File: src/rtl/maze_mem_arbiter_if.sv
// One requester port of the maze memory arbiter (host loader or solver controller).
// The requester holds req until gnt; rvalid marks the cycle in which shared rdata is valid.
interface maze_mem_arbiter_if #(
    parameter int AW = 4
);
    logic          req;
    logic          we;
    logic [AW-1:0] x;
    logic [AW-1:0] y;
    logic          din;
    logic          gnt;
    logic          rvalid;

    modport master (output req, we, x, y, din, input gnt, rvalid);
    modport slave  (input req, we, x, y, din, output gnt, rvalid);
endinterface

File: src/rtl/maze_mem_arbiter.sv
// Arbitrates the single-port N x N 1-bit maze RAM between host and solver; includes a bulk clear.
// Define ARB_RR_EN for round-robin host/solver arbitration (default build: host over solver).
//
// state | meaning
// IDLE  | no access in flight, memory signals quiet
// GNT_H | host access presented to memory, host gnt high
// GNT_S | solver access presented to memory, solver gnt high
// RESP  | read data from memory returned with rvalid
// CLEAR | writing 0 to one cell per cycle, row-major
module maze_mem_arbiter #(
    parameter int N  = 16,
    parameter int AW = 4
) (
    input  logic               clk,
    input  logic               reset,
    maze_mem_arbiter_if.slave  host,
    maze_mem_arbiter_if.slave  solver,
    output logic               rdata,
    output logic               err,
    input  logic               clear_start,
    output logic               clear_busy,
    output logic               clear_done,
    output logic [AW-1:0]      mem_x,
    output logic [AW-1:0]      mem_y,
    output logic               mem_we,
    output logic               mem_din,
    input  logic               mem_dout
);
    typedef enum logic [2:0] {IDLE, GNT_H, GNT_S, RESP, CLEAR} state_t;

    localparam logic [AW-1:0] LAST  = AW'(N - 1);
    localparam logic [AW:0]   LIMIT = (AW + 1)'(N);

    state_t state;
    logic   clear_pend;
    logic   rd_pend;
    logic   resp_oor;
    logic   h_oor;
    logic   s_oor;
    logic   pick_h;

    assign h_oor = ({1'b0, host.x} >= LIMIT) || ({1'b0, host.y} >= LIMIT);
    assign s_oor = ({1'b0, solver.x} >= LIMIT) || ({1'b0, solver.y} >= LIMIT);

`ifdef ARB_RR_EN
    logic rr_ptr;  // 0 favours host, 1 favours solver
    assign pick_h = host.req && (!solver.req || !rr_ptr);
`else
    assign pick_h = host.req;
`endif

    // Out-of-range reads report a wall.
    assign rdata = (state == RESP) && (resp_oor || mem_dout);

    always_ff @(posedge clk) begin
        if (reset) begin
            state         <= IDLE;
            clear_pend    <= 1'b0;
            rd_pend       <= 1'b0;
            resp_oor      <= 1'b0;
            host.gnt      <= 1'b0;
            host.rvalid   <= 1'b0;
            solver.gnt    <= 1'b0;
            solver.rvalid <= 1'b0;
            err           <= 1'b0;
            clear_busy    <= 1'b0;
            clear_done    <= 1'b0;
            mem_x         <= '0;
            mem_y         <= '0;
            mem_we        <= 1'b0;
            mem_din       <= 1'b0;
`ifdef ARB_RR_EN
            rr_ptr        <= 1'b0;
`endif
        end else begin
            host.gnt      <= 1'b0;
            host.rvalid   <= 1'b0;
            solver.gnt    <= 1'b0;
            solver.rvalid <= 1'b0;
            err           <= 1'b0;
            clear_done    <= 1'b0;
            if (clear_start && state != CLEAR)
                clear_pend <= 1'b1;

            case (state)
                IDLE: begin
                    if (clear_pend) begin
                        // A start arriving in this same cycle is absorbed by the clear now beginning.
                        state      <= CLEAR;
                        clear_pend <= 1'b0;
                        clear_busy <= 1'b1;
                        mem_we     <= 1'b1;
                        mem_din    <= 1'b0;
                        mem_x      <= '0;
                        mem_y      <= '0;
                    end else if (pick_h) begin
                        state    <= GNT_H;
                        host.gnt <= 1'b1;
                        mem_x    <= host.x;
                        mem_y    <= host.y;
                        mem_din  <= host.din;
                        mem_we   <= host.we && !h_oor;
                        err      <= h_oor;
                        resp_oor <= h_oor;
                        rd_pend  <= !host.we;
`ifdef ARB_RR_EN
                        rr_ptr   <= 1'b1;
`endif
                    end else if (solver.req) begin
                        state      <= GNT_S;
                        solver.gnt <= 1'b1;
                        mem_x      <= solver.x;
                        mem_y      <= solver.y;
                        mem_din    <= solver.din;
                        mem_we     <= solver.we && !s_oor;
                        err        <= s_oor;
                        resp_oor   <= s_oor;
                        rd_pend    <= !solver.we;
`ifdef ARB_RR_EN
                        rr_ptr     <= 1'b0;
`endif
                    end
                end
                GNT_H, GNT_S: begin
                    mem_x   <= '0;
                    mem_y   <= '0;
                    mem_we  <= 1'b0;
                    mem_din <= 1'b0;
                    if (rd_pend) begin
                        state <= RESP;
                        if (state == GNT_H)
                            host.rvalid <= 1'b1;
                        else
                            solver.rvalid <= 1'b1;
                    end else begin
                        state <= IDLE;
                    end
                end
                RESP: begin
                    state    <= IDLE;
                    resp_oor <= 1'b0;
                    rd_pend  <= 1'b0;
                end
                CLEAR: begin
                    // mem_x/mem_y double as the clear counter.
                    if (mem_x == LAST && mem_y == LAST) begin
                        state      <= IDLE;
                        clear_busy <= 1'b0;
                        clear_done <= 1'b1;
                        mem_we     <= 1'b0;
                        mem_x      <= '0;
                        mem_y      <= '0;
                    end else if (mem_x == LAST) begin
                        mem_x <= '0;
                        mem_y <= mem_y + AW'(1);
                    end else begin
                        mem_x <= mem_x + AW'(1);
                    end
                end
                default: state <= IDLE;
            endcase
        end
    end
endmodule

File: src/flat_wrapper.sv
// flat-port wrapper written by rule: the top's interface ports become plain ports
module maze_mem_arbiter_flat 
#(
    parameter int N  = 16,
    parameter int AW = 4
)
  (clk, reset, rdata, err, clear_start, clear_busy, clear_done, mem_x, mem_y, mem_we, mem_din, mem_dout, host_req, host_we, host_x, host_y, host_din, host_gnt, host_rvalid, solver_req, solver_we, solver_x, solver_y, solver_din, solver_gnt, solver_rvalid);
  maze_mem_arbiter_if #(.AW(AW)) host_i ();
  maze_mem_arbiter_if #(.AW(AW)) solver_i ();
  input  logic clk;
  input  logic reset;
  output logic rdata;
  output logic err;
  input  logic clear_start;
  output logic clear_busy;
  output logic clear_done;
  output logic [AW-1:0] mem_x;
  output logic [AW-1:0] mem_y;
  output logic mem_we;
  output logic mem_din;
  input  logic mem_dout;
  input wire logic [$bits(host_i.req)-1:0] host_req;
  input wire logic [$bits(host_i.we)-1:0] host_we;
  input wire logic [$bits(host_i.x)-1:0] host_x;
  input wire logic [$bits(host_i.y)-1:0] host_y;
  input wire logic [$bits(host_i.din)-1:0] host_din;
  output wire logic [$bits(host_i.gnt)-1:0] host_gnt;
  output wire logic [$bits(host_i.rvalid)-1:0] host_rvalid;
  input wire logic [$bits(solver_i.req)-1:0] solver_req;
  input wire logic [$bits(solver_i.we)-1:0] solver_we;
  input wire logic [$bits(solver_i.x)-1:0] solver_x;
  input wire logic [$bits(solver_i.y)-1:0] solver_y;
  input wire logic [$bits(solver_i.din)-1:0] solver_din;
  output wire logic [$bits(solver_i.gnt)-1:0] solver_gnt;
  output wire logic [$bits(solver_i.rvalid)-1:0] solver_rvalid;
  assign host_i.req = host_req;
  assign host_i.we = host_we;
  assign host_i.x = host_x;
  assign host_i.y = host_y;
  assign host_i.din = host_din;
  assign host_gnt = host_i.gnt;
  assign host_rvalid = host_i.rvalid;
  assign solver_i.req = solver_req;
  assign solver_i.we = solver_we;
  assign solver_i.x = solver_x;
  assign solver_i.y = solver_y;
  assign solver_i.din = solver_din;
  assign solver_gnt = solver_i.gnt;
  assign solver_rvalid = solver_i.rvalid;
  maze_mem_arbiter #(.N(N), .AW(AW)) u_core (.clk(clk), .reset(reset), .host(host_i), .solver(solver_i), .rdata(rdata), .err(err), .clear_start(clear_start), .clear_busy(clear_busy), .clear_done(clear_done), .mem_x(mem_x), .mem_y(mem_y), .mem_we(mem_we), .mem_din(mem_din), .mem_dout(mem_dout));
endmodule
File: config.mk
export PLATFORM = sky130hd
export DESIGN_NAME = maze_mem_arbiter_flat
export DESIGN_NICKNAME = d
export VERILOG_FILES = /design/src/rtl/maze_mem_arbiter_if.sv /design/src/rtl/maze_mem_arbiter.sv /design/src/flat_wrapper.sv
export SDC_FILE = /design/constraint.sdc
export NUM_CORES = 1
export LEC_CHECK = 0
export BUFFER_PORTS_ARGS = -buffer_cell sky130_fd_sc_hd__buf_4
export CAP_MARGIN = 20
export CORE_ASPECT_RATIO = 1.1
export CORE_MARGIN = 3
export CORE_UTILIZATION = 44
export DETAILED_ROUTE_END_ITERATION = 10
export GPL_ROUTABILITY_DRIVEN = 0
export PLACE_DENSITY = 0.74
export SYNTH_ARGS = -nofsm -noshare
export SYNTH_HDL_FRONTEND = slang
export SYNTH_SLANG_ARGS = --single-unit
File: constraint.sdc
create_clock -name clk -period 1.5 [get_ports clk]
set_input_delay 0.075 -clock clk [delete_from_list [all_inputs] [get_ports clk]]
set_output_delay 0.075 -clock clk [all_outputs]
set_load 0.1 [all_outputs]
# --- Yosys cells after proc, flatten, opt, wreduce, memory -nomap -nowiden ---
# Index checks and enable logic that the tools add are counted.
op_classes:
  bitwise_logic: 4
  add_sub_neg: 2
  reduce_logical: 23
  eq_ne: 13
  mux: 45
ops:
  columns: ["operator", "count"]
  rows:
  - ["2-to-1 mux 4 bit", 10]
  - ["case mux 4 bit (3 select lines)", 2]
  - ["2-to-1 mux 1 bit", 22]
  - ["2-to-1 mux 3 bit", 4]
  - ["AND reduction 3 bit", 4]
  - ["case mux 3 bit (3 select lines)", 1]
  - ["adder 4 x 1 -> 4 bit, second input constant", 2]
  - ["equality test 4 bit, second input constant", 2]
  - ["case mux 1 bit (2 select lines)", 4]
  - ["equality test 3 x 2 -> 1 bit, second input constant", 2]
  - ["inequality test 3 bit, second input constant", 2]
  - ["AND reduction 2 bit", 3]
  - ["nonzero test 2 bit", 3]
  - ["OR reduction 3 bit", 2]
  - ["inequality test 2 x 1 -> 1 bit, second input constant", 2]
  - ["inequality test 4 x 3 -> 1 bit, second input constant", 1]
  - ["NOT 1 bit", 4]
  - ["OR reduction 2 bit", 2]
  - ["OR reduction 4 bit", 1]
  - ["equality test 3 x 1 -> 1 bit, second input constant", 1]
  - ["equality test 3 bit, second input constant", 1]
  - ["logical AND 1 bit", 3]
  - ["zero test 3 bit", 1]
  - ["inequality test 3 x 1 -> 1 bit, second input constant", 1]
  - ["6 further kinds", 7]
word_totals:
  reg_bits: 22
  output_inout_bits: 18
  inputBits: 26

# --- Depth between registers and ports, before layout ---
logic_depth:
  word_depth: 5
  mapped_depth: 6
  depth_no_buf: 5

# --- Worst setup path before layout ---
# Ideal clock, no wire load.
synth_path:
  kind: "flip-flop to flip-flop"
  startpoint: "reg u_core.mem_x[0]"
  endpoint: "reg u_core.mem_y[3]"
  stages_incl_launch_ff: 6
  arrival_ps: 2203
  n_path_buf: 0
  path_slack_ps: -835
  path_cell_list: "dfxtp_1 > ha_1 > nand3_1 > a221oi_4 > a21boi_0 > o32ai_1"
synth_via:
  elab_chain_cells: 4
  word_cells_on_any_way: 6
  classes_between: "2 x eq/ne; 2 x mux; 2 x reduce/logical"
synth_lines:
  columns: ["item", "line_no", "rtl"]
  rows:
  - ["start, declared", "maze_mem_arbiter.sv:23", "output logic [AW-1:0] mem_x,"]
  - ["start signal, assigned", "maze_mem_arbiter.sv:99", "mem_x <= host.x;"]
  - ["start signal, assigned", "maze_mem_arbiter.sv:112", "mem_x <= solver.x;"]
  - ["start signal, assigned", "maze_mem_arbiter.sv:157", "mem_x <= mem_x + AW'(1);"]
  - ["equality test 4 bit *", "maze_mem_arbiter.sv:146, maze_mem_arbiter.sv:153", null]
  - ["logical AND 1 bit", "maze_mem_arbiter.sv:146", "if (mem_x == LAST && mem_y == LAST) begin"]
  - ["inequality test 3 x 1 -> 1 bit (no line) / 2-to-1 mux 4 bit (equally long branches)", null, null]
  - ["AND reduction 3 bit (no line) / case mux 4 bit (3 select lines) (equally long branches)", null, null]
  - ["end signal, assigned", "maze_mem_arbiter.sv:100", "mem_y <= host.y;"]
  - ["end signal, assigned", "maze_mem_arbiter.sv:113", "mem_y <= solver.y;"]
  - ["end signal, assigned", "maze_mem_arbiter.sv:155", "mem_y <= mem_y + AW'(1);"]
  - ["end, declared", "maze_mem_arbiter.sv:24", "output logic [AW-1:0] mem_y,"]
# Every way passes the cells marked *; elsewhere a longest branch is shown, timed or not.
# A chain may end at the register's enable or synchronous reset.

# --- Worst setup path after layout ---
layout_path:
  startpoint: "reg u_core.state[0]"
  endpoint: "out rdata"
layout_via:
  elab_chain_cells: 2
layout_lines:
  columns: ["item", "line_no", "rtl"]
  rows:
  - ["start, declared", "maze_mem_arbiter.sv:34", "state_t state;"]
  - ["start signal, assigned", "maze_mem_arbiter.sv:57", "state <= IDLE;"]
  - ["start signal, assigned", "maze_mem_arbiter.sv:89", "state <= CLEAR;"]
  - ["start signal, assigned", "maze_mem_arbiter.sv:97", "state <= GNT_H;"]
  - ["equality test 3 x 2 -> 1 bit", "maze_mem_arbiter.sv:53", "assign rdata = (state == RESP) && (resp_oor || mem_dout);"]
  - ["logical AND 1 bit", "maze_mem_arbiter.sv:53", null]
  - ["end, declared", "flat_wrapper.sv:12", "output logic rdata;"]
# No other way between the ends.

==> results.md <==
- The final layout contains approximately 230 nets.
- The number of iterations in the first detailed-routing pass is 4.
- Summed over all failing endpoints, the final setup total negative slack is 0 ns.
- The met1 wire length is between 1.5 and 2 mm.
- After filler insertion, the fill cell instance count of the layout stands at 209.
- The number of antenna diodes in the final layout is 0.
- Detailed routing placed a total of between 1.5 and 2 mm of wire on met2.
- At the end of the flow the core is filled with cells to between 70% and 80%.
- The starting density of the core is about half.
- The area of placed instances is ~1700 µm².
- For this design the ratio of total power to cell area is 1340 nW/µm².
- The first global-routing pass estimated between 5 and 6 mm of wire.
- The run finished with clean final reports.
- The worst-case setup slack after placement is -0.0491 ns.
- Between clock sinks in the finished design, the worst skew comes to ~0.0011 ns.
- The number of setup violations in the final report is 0.
- The category of the worst setup path launch point is a flop.
- Setup repair after global routing could not meet its margin everywhere.
- Counting the buffers created by CTS gives 3.
- For this run, the top clock speed supported by timing is 672 MHz.
- Once detail routing completed, the nets flagged for antenna violations numbered 0.
- The via count of the first global-routing pass was between 1,000 and 1,500.
- The share of flip-flops with an asynchronous set or reset is 0%.
- The total number of vias is about 1,300.
- The total power consumption of the routed design is about 2.5 mW.
- The die is between 60 and 70 µm tall.
- The post-route DRC violation count is 0.
- The peak ir drop on the vdd network is 0.00113 V.
- The main flop type after synthesis is dfxtp_1.
- Averaged over all synthesized cells, the footprint is approximately 9 µm².
- The largest net degree at the start of global routing is 24.
- In this run the deepest clock path goes through 2 buffers.
- The finished layout cell area is approximately 1900 µm².
- The critical path in this run is classified as reg -> out.
- The combined area of all synthesized cells is between 1000 and 1500 µm².
- The DRC violation total after the first TritonRoute iteration is 65.
- The clock net in this run drives a total of 21 sinks.
- The per-cell routed wire length is 15.6 µm.
- The relative area change from synthesis to final layout is 47.7%.
- The number of hold buffers added after CTS was 0.
- In the post-synthesis netlist, the biggest area contributors are dfxtp_1 33%, mux2_2 7.1%, a21oi_1 3.9%.
- Across the run, the number of max-cap violations was 0.
- The sum of met3 wire segment lengths after detailed routing is approximately 140 µm.
- CTS built an H-tree with a depth of 1.
- Input and output buffers added on the ports amount to 42.
- The CTS clock-pin slew for the worst setup and hold paths is approximately 0.13 ns.
- The non-filler instance count after layout is around 230.
- Across all setup checks in the final design, the least slack found is between 0.01 and 0.015 ns.
- Summed over all layers, the routed wires come to 3.55 mm.
- The post-DP HPWL is approximately 2.7 mm.
- The aggregate global routing overflow is 0.
- After synthesis the netlist holds a flip-flop and latch count of 21.
- The die span in x is 57.2 µm.
- The placeable core region is 2620 µm².
- The endpoint required time on the critical path is about 1.4 ns.
- The synthesized net count is 167.
- After technology mapping, the gate count stands at around 140.
- The library cell occupying the most area in the post-synthesis netlist is dfxtp_1.
- Using the TritonRoute via totals, the vias-per-cell ratio works out to around 5.7.
- The number of antenna violations at the first check in global routing is 0.
- Sorting the synthesized cells by how often they occur yields 21 x dfxtp_1, 13 x nor2_1, 10 x a21oi_1.
- The die covers around 3600 µm².
- The number of different library cells in the post-synthesis netlist is 50.
- The final-report max-slew violation count is 0.
- The all-layer global routing usage is between 20% and 30%.
- STA classifies the critical path endpoint as an output port.
- Final hold analysis gives a worst-case slack of slightly above 0.08 ns.
- 44 I/O pins were placed.
- STA puts the critical path data arrival time at between 1 and 1.5 ns.
- The portion of the clock cycle consumed by the worst path in the final layout is a little under 100%.
- The share of the synthesized area in the top cell type is about a third.
- The count of placed standard cells including taps is ~220.
- After floorplanning, the core was divided into 19 placement rows.
- The sequential-to-total area share from yosys stat is between 30% and 40%.
- The worst min-delay path class is in -> reg.
- TritonCTS built the clock tree.
- For this design the static power due to leakage is between 0.7 and 0.8 nW.
- The clock period could shrink to 1.49 ns.
- Routed signal wires occupy layers up through met4.
- By instance count, the leading cell after synthesis is dfxtp_1.
- The Yosys step of the flow raised 0 warnings.
- The final count of hold timing violations is 0.
- The number of enable-type register cells in the synthesized netlist is 0.
- The clock latency of the later-clocked register in the worst-skew pair is approximately 0.31 ns.
- The peak fanout along the critical path is 7.
- Clock tree synthesis selected as its root buffer the cell clkbuf_4.
- The fraction of layout cells with a size suffix above 1 is a little under three fifths.
-- critical path, cell delays in order (launching register included) --
cell and delay [ns]:
dfxtp_4 0.42, buf_4 0.15, nor2b_4 0.15, and3_2 0.21, buf_12 0.17
-- what timing repair did --
item | 4_1_cts | 5_1_grt
pin swaps | 0 | 7
setup buffers | 0 | 5
hold endpoints to repair | 0 | 0
resized for setup | 11 | 10
gates cloned | 0 | 0
setup endpoints to repair | 8 | 14
-- metal layers --
layer | up-vias | GRT usage [%]
met4 | 0 | 8.41
met5 | - | 0
li1 | 633 | -
met1 | 627 | 26.0
met2 | 38 | 33.7
met3 | 4 | 3.11
-- flip-flops by register name, summed over array words and instances (netlist names) --
signal                cells
u_core.mem_x              4
u_core.mem_y              4
u_core.state              3
u_core.clear_busy         1
u_core.clear_done         1
u_core.clear_pend         1
u_core.host.gnt           1
u_core.host.rvalid        1
u_core.mem_din            1
u_core.mem_we             1
u_core.rd_pend            1
u_core.solver.gnt         1
u_core.solver.rvalid      1
-- layout by cell type, fill, tap and decap left out, types with 3 or more instances in the layout --
cell,count
nand2b_1,3
a21o_1,3
buf_4,60
nor2_1,13
nand2_1,5
a21oi_1,10
a211oi_1,3
mux2_2,8
nand3_1,3
nor3_1,5
inv_1,4
dfxtp_4,9
dfxtp_1,10
o21ai_0,5
a22oi_1,3
clkbuf_4,3
-- final cells by class --
type | instances | area [µm²] | share of cell area [%]
Timing Repair Buffer | 63 | 493 | 26.3
Sequential cell | 21 | 457 | 24.3
Clock buffer | 3 | 22.5 | 1.20
Inverter | 4 | 15.0 | 0.801
Tap cell | 31 | 38.8 | 2.07
Clock inverter | 1 | 5.00 | 0.267
Multi-Input combinational cell | 104 | 845 | 45.0
-- path summary, 6_finish.rpt --
| path | slack, ns | cells after the start | end | from |
|---|---|---|---|---|
| setup / recovery | 0.01 | 4 | rdata | u_core.state[0] |
| hold / removal | 0.08 | 2 | u_core.mem_y[0] | reset |
| setup reg to reg | 0.01 | 4 | u_core.mem_y[3] | u_core.state[1] |
| hold reg to reg | 0.50 | 2 | u_core.mem_we | u_core.mem_we |
-- report_power, final --
group	total (mW)	internal, mW	switching (mW)
Clock	0.288	0.0996	0.188
Sequential	0.790	0.669	0.121
Combinational	1.43	0.520	0.914
-- logic make-up (layout without fill, tap and decap cells) --
logic type | Yosys count | count (layout) | synth area share [%]
DFF | 21 | 21 | 33.1
buffers and inverters | 14 | 71 | 5.91
adders and majority gates | 3 | 3 | 2.86
AOI/OAI and AO/OA | 42 | 42 | 27.9
and+or+nand+nor | 47 | 47 | 20.6
xor gates and xnor gates | 1 | 1 | 0.690
muxes | 10 | 10 | 8.67
other | 1 | 1 | 0.295
Note: power is estimated with default switching activity, not from simulation.
